File: config.mk
export PLATFORM = sky130hd
export DESIGN_NAME = drum_session_ctrl
export DESIGN_NICKNAME = d
export VERILOG_FILES = /design/src/rtl/drum_session_ctrl.sv
export SDC_FILE = /design/constraint.sdc
export NUM_CORES = 1
export LEC_CHECK = 0
export ABC_AREA = 1
export BUFFER_PORTS_ARGS = -buffer_cell sky130_fd_sc_hd__buf_2
export CORE_ASPECT_RATIO = 1.25
export CORE_MARGIN = 5
export CORE_UTILIZATION = 60
export CTS_BUF_LIST = sky130_fd_sc_hd__clkbuf_16
export DETAILED_ROUTE_END_ITERATION = 7
export PLACE_DENSITY_LB_ADDON = 0.05
export REMOVE_ABC_BUFFERS = 1
export SETUP_SLACK_MARGIN = 0.15
export SLEW_MARGIN = 15
export SYNTH_ARGS = -nofsm -noshare
export SYNTH_HDL_FRONTEND = slang
export SYNTH_SLANG_ARGS = --single-unit
File: constraint.sdc
create_clock -name clk -period 2.6 [get_ports clk]
set_input_delay 0.26 -clock clk [delete_from_list [all_inputs] [get_ports clk]]
set_output_delay 0.26 -clock clk [all_outputs]
set_load 0.01 [all_outputs]
File: src/rtl/drum_session_ctrl.sv
// Drum-kit session sequencer: count-in, pattern record into slot memory, and playback.
// Drives the memory port, the pad triggers and the state/seconds display fields.
module drum_session_ctrl #(
  parameter int unsigned PADS          = 8,
  parameter int unsigned SLOT_BITS     = 12,
  parameter int unsigned SONG_BITS     = 4,
  parameter int unsigned SONGS         = 12,
  parameter int unsigned TICKS_PER_SEC = 100,
  parameter int unsigned COUNTIN_SEC   = 3
) (
  input  logic                           clk,
  input  logic                           reset,
  input  logic                           tick,
  input  logic                           b_start,
  input  logic                           b_stop,
  input  logic                           record_mode,
  input  logic [SONG_BITS-1:0]           song_sel,
  input  logic [PADS-1:0]                hit,
  output logic [SONG_BITS+SLOT_BITS-1:0] mem_addr,
  output logic                           mem_we,
  output logic [PADS-1:0]                mem_wdata,
  input  logic [PADS-1:0]                mem_rdata,
  output logic [PADS-1:0]                trig,
  output logic [1:0]                     state,
  output logic [7:0]                     seconds
);

  localparam int unsigned TCW = (TICKS_PER_SEC > 1) ? $clog2(TICKS_PER_SEC) : 1;
  localparam int unsigned AW  = SONG_BITS + SLOT_BITS;
  localparam logic [SLOT_BITS-1:0] SLOT_MAX = '1;
  localparam logic [SLOT_BITS:0]   LEN_FULL = {1'b1, {SLOT_BITS{1'b0}}};
  localparam logic [TCW-1:0]       TC_LAST  = TCW'(TICKS_PER_SEC - 1);

  typedef enum logic [1:0] {
    S_IDLE    = 2'b00,
    S_COUNTIN = 2'b01,
    S_RECORD  = 2'b10,
    S_PLAY    = 2'b11
  } state_t;

  state_t               state_q, state_d;
  logic                 start_prev_q, stop_prev_q;
  logic [SONG_BITS-1:0] cur_song_q, cur_song_d;
  logic [SLOT_BITS-1:0] slot_q, slot_d;
  logic [TCW-1:0]       tick_cnt_q, tick_cnt_d;
  logic [7:0]           seconds_q, seconds_d;
  logic [PADS-1:0]      acc_q, acc_d;
  logic [SLOT_BITS:0]   len_q [SONGS];
  logic [SLOT_BITS:0]   len_d [SONGS];
  logic [AW-1:0]        addr_q, addr_d;
  logic                 we_q, we_d;
  logic [PADS-1:0]      wdata_q, wdata_d;
  logic [PADS-1:0]      trig_q, trig_d;
  logic                 fresh_q, fresh_d;
  logic                 pend_q, pend_d;

  logic                 start_edge, stop_edge, song_ok, play_tick;
  logic [SLOT_BITS-1:0] slot_inc;
  logic [SLOT_BITS:0]   slot_cnt;

  assign start_edge = b_start & ~start_prev_q;
  assign stop_edge  = b_stop & ~stop_prev_q;
  assign song_ok    = {1'b0, song_sel} < (SONG_BITS + 1)'(SONGS);
  assign slot_inc   = slot_q + 1'b1;
  assign slot_cnt   = {1'b0, slot_q} + (SLOT_BITS + 1)'(1);
  // Read data lags the address by a clock, so a tick landing on the first PLAY cycle is held over.
  assign play_tick  = (tick & ~fresh_q) | pend_q;

  always_comb begin
    state_d    = state_q;
    cur_song_d = cur_song_q;
    slot_d     = slot_q;
    tick_cnt_d = tick_cnt_q;
    seconds_d  = seconds_q;
    acc_d      = acc_q;
    len_d      = len_q;
    addr_d     = addr_q;
    we_d       = 1'b0;
    wdata_d    = wdata_q;
    trig_d     = '0;
    fresh_d    = 1'b0;
    pend_d     = 1'b0;

    unique case (state_q)
      S_IDLE: begin
        addr_d = '0;
        if (start_edge && !stop_edge && song_ok) begin
          cur_song_d = song_sel;
          tick_cnt_d = '0;
          if (record_mode) begin
            state_d   = S_COUNTIN;
            seconds_d = 8'(COUNTIN_SEC);
          end else if (len_q[song_sel] != '0) begin
            state_d   = S_PLAY;
            slot_d    = '0;
            seconds_d = '0;
            addr_d    = {song_sel, {SLOT_BITS{1'b0}}};
            fresh_d   = 1'b1;
          end
        end
      end

      S_COUNTIN: begin
        if (stop_edge) begin
          state_d = S_IDLE;
        end else if (tick) begin
          if (tick_cnt_q == TC_LAST) begin
            tick_cnt_d = '0;
            if (seconds_q <= 8'd1) begin
              state_d   = S_RECORD;
              slot_d    = '0;
              seconds_d = '0;
              acc_d     = '0;
              addr_d    = {cur_song_q, {SLOT_BITS{1'b0}}};
            end else begin
              seconds_d = seconds_q - 8'd1;
            end
          end else begin
            tick_cnt_d = tick_cnt_q + 1'b1;
          end
        end
      end

      S_RECORD: begin
        acc_d  = acc_q | hit;
        trig_d = hit;
        addr_d = {cur_song_q, slot_q};
        if (tick) begin
          we_d    = 1'b1;
          wdata_d = acc_q | hit;
          acc_d   = '0;
          slot_d  = slot_inc;
          if (tick_cnt_q == TC_LAST) begin
            tick_cnt_d = '0;
            if (seconds_q != 8'hFF) seconds_d = seconds_q + 8'd1;
          end else begin
            tick_cnt_d = tick_cnt_q + 1'b1;
          end
          if (stop_edge) begin
            len_d[cur_song_q] = slot_cnt;
            state_d           = S_IDLE;
          end else if (slot_q == SLOT_MAX) begin
            len_d[cur_song_q] = LEN_FULL;
            state_d           = S_IDLE;
          end
        end else if (stop_edge) begin
          len_d[cur_song_q] = {1'b0, slot_q};
          acc_d             = '0;
          addr_d            = '0;
          state_d           = S_IDLE;
        end
      end

      S_PLAY: begin
        pend_d = tick & fresh_q;
        if (stop_edge) begin
          state_d = S_IDLE;
          addr_d  = '0;
          pend_d  = 1'b0;
        end else if (play_tick) begin
          trig_d = mem_rdata;
          slot_d = slot_inc;
          addr_d = {cur_song_q, slot_inc};
          if (tick_cnt_q == TC_LAST) begin
            tick_cnt_d = '0;
            if (seconds_q != 8'hFF) seconds_d = seconds_q + 8'd1;
          end else begin
            tick_cnt_d = tick_cnt_q + 1'b1;
          end
          if (slot_cnt == len_q[cur_song_q]) begin
            state_d = S_IDLE;
            addr_d  = '0;
          end
        end
      end

      default: state_d = S_IDLE;
    endcase
  end

  always_ff @(posedge clk) begin
    if (reset) begin
      state_q      <= S_IDLE;
      start_prev_q <= b_start;
      stop_prev_q  <= b_stop;
      cur_song_q   <= '0;
      slot_q       <= '0;
      tick_cnt_q   <= '0;
      seconds_q    <= '0;
      acc_q        <= '0;
      for (int unsigned i = 0; i < SONGS; i++) len_q[i] <= '0;
      addr_q       <= '0;
      we_q         <= 1'b0;
      wdata_q      <= '0;
      trig_q       <= '0;
      fresh_q      <= 1'b0;
      pend_q       <= 1'b0;
    end else begin
      state_q      <= state_d;
      start_prev_q <= b_start;
      stop_prev_q  <= b_stop;
      cur_song_q   <= cur_song_d;
      slot_q       <= slot_d;
      tick_cnt_q   <= tick_cnt_d;
      seconds_q    <= seconds_d;
      acc_q        <= acc_d;
      len_q        <= len_d;
      addr_q       <= addr_d;
      we_q         <= we_d;
      wdata_q      <= wdata_d;
      trig_q       <= trig_d;
      fresh_q      <= fresh_d;
      pend_q       <= pend_d;
    end
  end

  assign mem_addr  = addr_q;
  assign mem_we    = we_q;
  assign mem_wdata = wdata_q;
  assign trig      = trig_q;
  assign state     = state_q;
  assign seconds   = seconds_q;

endmodule

After elaboration in Yosys (flattened, before gate mapping). Cells that the tools add are included.

Register bits after elaboration: 234. Input port bits: 26. Output and inout port bits: 43. Word-level logic and storage cells: 185.

$add $sub $neg: 5. Order comparisons: 5. Equal/unequal tests: 25. Muxes and demuxes: 85. Bitwise gates (word level): 18. Reduce and logical (&&, ||, !) cells: 21.

Operators by type and width (count): $mux 156 (4); $bwmux 156 (2); $mux 16 (12); $mux 8 (20); $and 144x144->144 (1); $not 144->144 (1); $mux 12 (10); $bmux 13 s4 (2); $mux 13 (5); $pmux 16 s4 (1); $demux 13 s4 (1); $pmux 12 s4 (1); $mux 7 (6); $pmux 8 s2 (2); $pmux 8 s4 (1); $mux 2 (14); $pmux 7 s4 (1); $ne 3x3->1 const B (8); $ne 2x2->1 const B (10); $add 12x1->13 const B (1); $eq 13x13->1 (1); $reduce_bool 13->1 (1); $add 12x1->12 const B (1); $eq 12x12->1 const B (1); 33 further kinds (52).

Depth between registers and ports, before layout.
Word-level depth: 10. Depth in mapped cells: 21. Gate-level depth less buffers: 19.

Least setup slack after synthesis. No wires, ideal clock.

Path kind: reg2reg. From: register seconds_q[0], in the netlist seconds[0]. To: register addr_q[10], in the netlist mem_addr[10]. Setup time: 0.070 ns. Arrival: 2.159 ns. Required time: 2.530 ns. Setup slack: 0.371 ns. Cell stages (with the launch flop): 15. Buffers on the path: 1. Clock period less this slack: 2.229 ns. Path through: dfxtp_1 -> inv_1 -> ha_1 -> o21ai_0 -> nor2_1 -> nor2_1 -> inv_1 -> nand2_1 -> inv_1 -> nand2_1 -> nor2_4 -> inv_1 -> clkbuf_1 -> nand2_1 -> a21oi_1.

Longest elaborated chain between the ends: 3.

Ends and longest elaborated chain: from (decl) (RTL line 46) `logic [7:0] seconds_q, seconds_d;`; from (signal assigned) (RTL line 205) `seconds_q <= seconds_d;`; $le 8x1->1 (RTL line 109) `if (seconds_q <= 8'd1) begin`; $ne 2x2->1 (no source line); $reduce_and 5->1 (no source line); to (signal assigned) (RTL line 208) `addr_q <= addr_d;`; to (decl) (RTL line 50) `logic [AW-1:0] addr_q, addr_d;`.

Every way passes these cells. A chain may end at the register's enable or synchronous reset.

Worst setup path after layout.
From: register cur_song_q[0]. To: register addr_q[10], in the netlist mem_addr[10].

Longest elaborated chain between the ends: 9.

Ends and longest elaborated chain: from (decl) (RTL line 43) `logic [SONG_BITS-1:0] cur_song_q, cur_song_d;`; from (signal assigned) (RTL line 202) `cur_song_q <= cur_song_d;`; $not 4->5 (implied by the code) (RTL line 170) `if (slot_cnt == len_q[cur_song_q]) begin`; $bmux 13 s4 (RTL line 170); $mux 13 (implied by the code) (2 in series) (RTL line 170); $eq 13x13->1 (RTL line 170); $mux 16 (RTL line 170); $mux 16 (RTL line 160) `end else if (play_tick) begin`; $mux 16 (RTL line 156) `if (stop_edge) begin`; $pmux 16 s4 (RTL line 84) `unique case (state_q)`.

Every way passes these cells. The select of a mux whose other input is x is not followed.

==> flow_metrics.py <==
metrics = {
    "clock_network": {
        "cts.path.max_buffers": 3,
        "clock_tree.htree_level_count": 1,
        "insertion_delay_ns": 0.53,
        "cts_root_buffer": "sky130_fd_sc_hd__clkbuf_16",
        "clkSinkCount": 234,
        "tritoncts_buffer_count": 25,
        "clkSlewWorstSetupHoldPaths_ns": 0.06,
        "cts_tree": "built",
    },
    "critical_path": {
        "critical_path.max_fanout": 6,
        "worstReg2RegStart": "cur_song_q[0]",
        "crit_path_frequent_cell": "sky130_fd_sc_hd__nand2_1",
        "regToRegEndpoint": "mem_addr[10]",
        "slowest_stage": "sky130_fd_sc_hd__dfxtp_4",
        "worstSetupEndpointType": "flop",
        "worst_path_dominant_cell_family": "simple AND/OR/NAND/NOR gates",
        "cp_num_buf_inv": 4,
        "critical_path_arrival_ns": 2.89,
        "cell_chain_of_the_critical_path": "buf_12, nor2_4, buf_8, buf_6, nand2_1, nand4_1, nand2_2, nand4_1, nand2_1, nand3_2, nor2_4, nand2_4, buf_2, nand3_1, nand2_1, nand2_2, a21oi_2",
        "critPathRequiredTime_ns": 3.02,
        "crit_type": "flop to flop",
        "timing.reg2reg.setup_slack_ns": 0.14,
        "timing.reg2reg.worst_path_depth": 17,
        "cp-start-kind": "flop",
        "crit_path_max_incr_delay_ns": 0.41,
    },
    "timing": {
        "max_slew_margin_pct": 48.3,
        "fin_worst_skew_ns": 0.0117,
        "min_tclk_post_route_ns": 2.46,
        "worstMarginPinSlew_ns": 0.756,
        "post-route-period-util_pct": 94.8,
        "clock.fmax_mhz": 406,
        "setup_viol_count_final": 0,
        "timing.setup.tns_ns": 0,
        "finalHoldViolations": 0,
        "maxSlewViolCount": 0,
        "rsz0062_at_grt": "true",
    },
    "floorplanning": {
        "initial_utilization_pct": 60.6,
        "num_rows": 61,
        "die_area_um2": 25500,
        "placeableCoreArea_um2": 22200,
        "number_of_top_level_pins": 69,
        "die_y_um": 177,
        "die_width_um": 144,
    },
    "detailed_routing": {
        "via_per_inst": 5.96,
        "drt_iter0_markers": 1563,
        "detailedRoute.firstPassIterationCount": 8,
        "detailroute.via_count": 15011,
        "detail_route.wirelength_um": 49400,
        "detail_route.wl_per_cell_um": 19.6,
        "remaining_drc_errors": 0,
        "drtAntennaViolNets": 0,
    },
    "logic_synthesis": {
        "synth.largest_area_cell": "sky130_fd_sc_hd__dfxtp_1",
        "synth_common_cells": "523 x sky130_fd_sc_hd__nand2_1, 280 x sky130_fd_sc_hd__inv_1, 234 x sky130_fd_sc_hd__dfxtp_1, 226 x sky130_fd_sc_hd__a21oi_1, 188 x sky130_fd_sc_hd__o21ai_0",
        "post-synth-top-count-cell": "sky130_fd_sc_hd__nand2_1",
        "yosysSeqAreaShare_pct": 34.8,
        "synth_cells": 2097,
        "synth-edff-count": 0,
        "synth_ff_type": "sky130_fd_sc_hd__dfxtp_1",
        "yosys.cell_types.count": 48,
        "post-synth-top-area-fraction_pct": 34.8,
        "synth_register_bits": 234,
        "ys_top_cells_by_area": "sky130_fd_sc_hd__dfxtp_1 35%, sky130_fd_sc_hd__nand2_1 15%, sky130_fd_sc_hd__a21oi_1 8.4%",
        "synth.yosys.warnings": 0,
        "synthesis.area_per_instance_um2": 6.42,
        "summed_instance_area_of_the_synthesized_netlist_um2": 13500,
        "async_flop_share_pct": 0,
    },
    "layout": {
        "drive_gt1_share_pct": 15.6,
        "areaGrowthSynthToFinish_pct": 17.7,
        "nets": 2251,
        "final_core_utilization_pct": 71.3,
    },
    "min_path": {
        "whs_endpoint": "mem_wdata[6]",
        "hold_path.startpoint": "hit[6]",
        "worst_hold_path.num_cells": 3,
        "holdCritPathClass": "input pin to flop",
    },
    "global_route": {
        "maximum_number_of_pins_on_one_net_before_global_route_repair": 103,
        "global_route.overflow_total": 0,
        "grt_antenna_before_repair": 0,
        "met3_usage_pct": 6.74,
        "met1_global_route_usage_pct": 45.0,
        "globalRouteMet2Util_pct": 60.9,
        "grt_use_total_pct": 36.8,
        "first_global_vias": 13734,
        "grt_pass1_wl_um": 74200,
        "globalRoute.busiestLayer": "met2",
    },
    "placement": {
        "port_buffers": 68,
        "dp.final_hpwl_um": 34500,
        "gp_congestion": 1.04,
    },
    "power": {
        "power_leakage_uw": 0.00670,
        "p_per_area_nw_per_um2": 743,
        "ir_drop_v": 0.000594,
    },
    "status": {
        "status": "finished clean",
    },
    "job": {
        "max_cap_violations": 0,
    },
}
-- registers in the layout, summed over array words and instances (netlist names) --
signal and cells:
stop_prev_q 1, cur_song_q 4, acc_q 8, fresh_q 1, mem_wdata 8, seconds 8, mem_we 1, trig 8
tick_cnt_q 7, slot_q 12, state 2, start_prev_q 1, pend_q 1, mem_addr 16, len_q 156
-- worst max-delay path by stage --
| stage | from | to | slack (ns) | cells after the start |
|---|---|---|---|---|
| 2_1_floorplan | cur_song_q[0] | mem_addr[12] | -1.70 | 17 |
| 3_3_place_gp | cur_song_q[0] | mem_addr[9] | 0.03 | 17 |
| 3_5_place_dp | cur_song_q[1] | mem_addr[6] | -0.009 | 16 |
| 4_1_cts | cur_song_q[0] | mem_addr[9] | 0.15 | 17 |
| 5_1_grt | slot_q[1] | len_q[73] | 0.08 | 13 |
| 6_report | cur_song_q[0] | mem_addr[10] | 0.14 | 17 |
-- cell usage in the layout (no fill, tap or decap), drive strengths merged, types with 3 or more instances in the layout --
master,instances
a211oi,32
a21oi,228
a22oi,20
a32oi,3
buf,179
bufinv,3
clkbuf,27
clkinv,25
dfxtp,234
dlygate4sd3,12
ha,10
inv,297
nand2,524
nand3,88
nand4,55
nor2,181
nor3,15
o211ai,22
o21a,3
o21ai,191
o22ai,55
or3,7
xor2,5
-- metal layers --
metal	vias up	share of wire (%)	wire, um
met4	0	7.2	3540
met1	6816	37	18200
met5	-	0	0
met3	221	10	5020
met2	844	46	22600
li1	7130	-	-
-- worst reg2reg max path: cells and delay by family, from the launching register on --
| family | cells | cell delay, ns |
|---|---|---|
| flip-flops | 1 | 0.41 |
| AO/OA/AOI/OAI | 1 | 0.04 |
| buffers and inverters | 4 | 0.58 |
| AND/OR/NAND/NOR | 12 | 1.33 |
-- stage by stage --
stage	setup slack, ns	area [um^2]	total power [uW]	hold slack (ns)	std cells
after detailed placement	-0.00923	14300	7640	0.389	2430
after floorplan	-1.70	12900	6140	0.288	1992
final	0.135	15800	11800	0.00822	2517
after CTS	0.147	15300	11200	0.00205	2491
after global placement	0.0252	14300	7600	0.377	2430
after global routing	0.0795	15800	12300	0.0177	2516
-- kinds of logic (layout without fill, tap and decap cells) --
group                      Yosys count  after routing  share of synthesized area, %
xor gates and xnor gates             6              6                         0.391
DFF                                234            234                          34.8
buffers and inverters              411            545                          12.9
and+or+nand+nor                    876            877                          27.7
adders and majority gates           10             10                         0.930
AOI/OAI and AO/OA                  560            561                          23.2
other                                0              1                             0
-- final cells by class --
type / instances / area [um^2]
Tap cell: 283 / 354
Sequential cell: 234 / 4700
Clock buffer: 25 / 626
Fill cell: 1936 / 6380
Multi-Input combinational cell: 1454 / 7310
Antenna cell: 1 / 2.50
Inverter: 306 / 1180
Timing Repair Buffer: 194 / 1490
Clock inverter: 20 / 166
-- report_power, final --
part / internal [uW] / total, uW / switching (uW)
registers: 3820 / 4040 / 228
logic: 1350 / 4160 / 2810
clock network: 2040 / 3550 / 1510
total: 7200 / 11800 / 4550
-- repair_timing --
action | 4_1_cts | 5_1_grt
gates cloned | 1 | 5
hold buffers | 12 | 0
endpoints found under the hold margin | 10 | 0
setup endpoints to repair | 23 | 178
gates resized for setup | 14 | 126
pin swaps | 3 | 24
setup buffers | 3 | 20
Power figures use the tool's default switching activity.
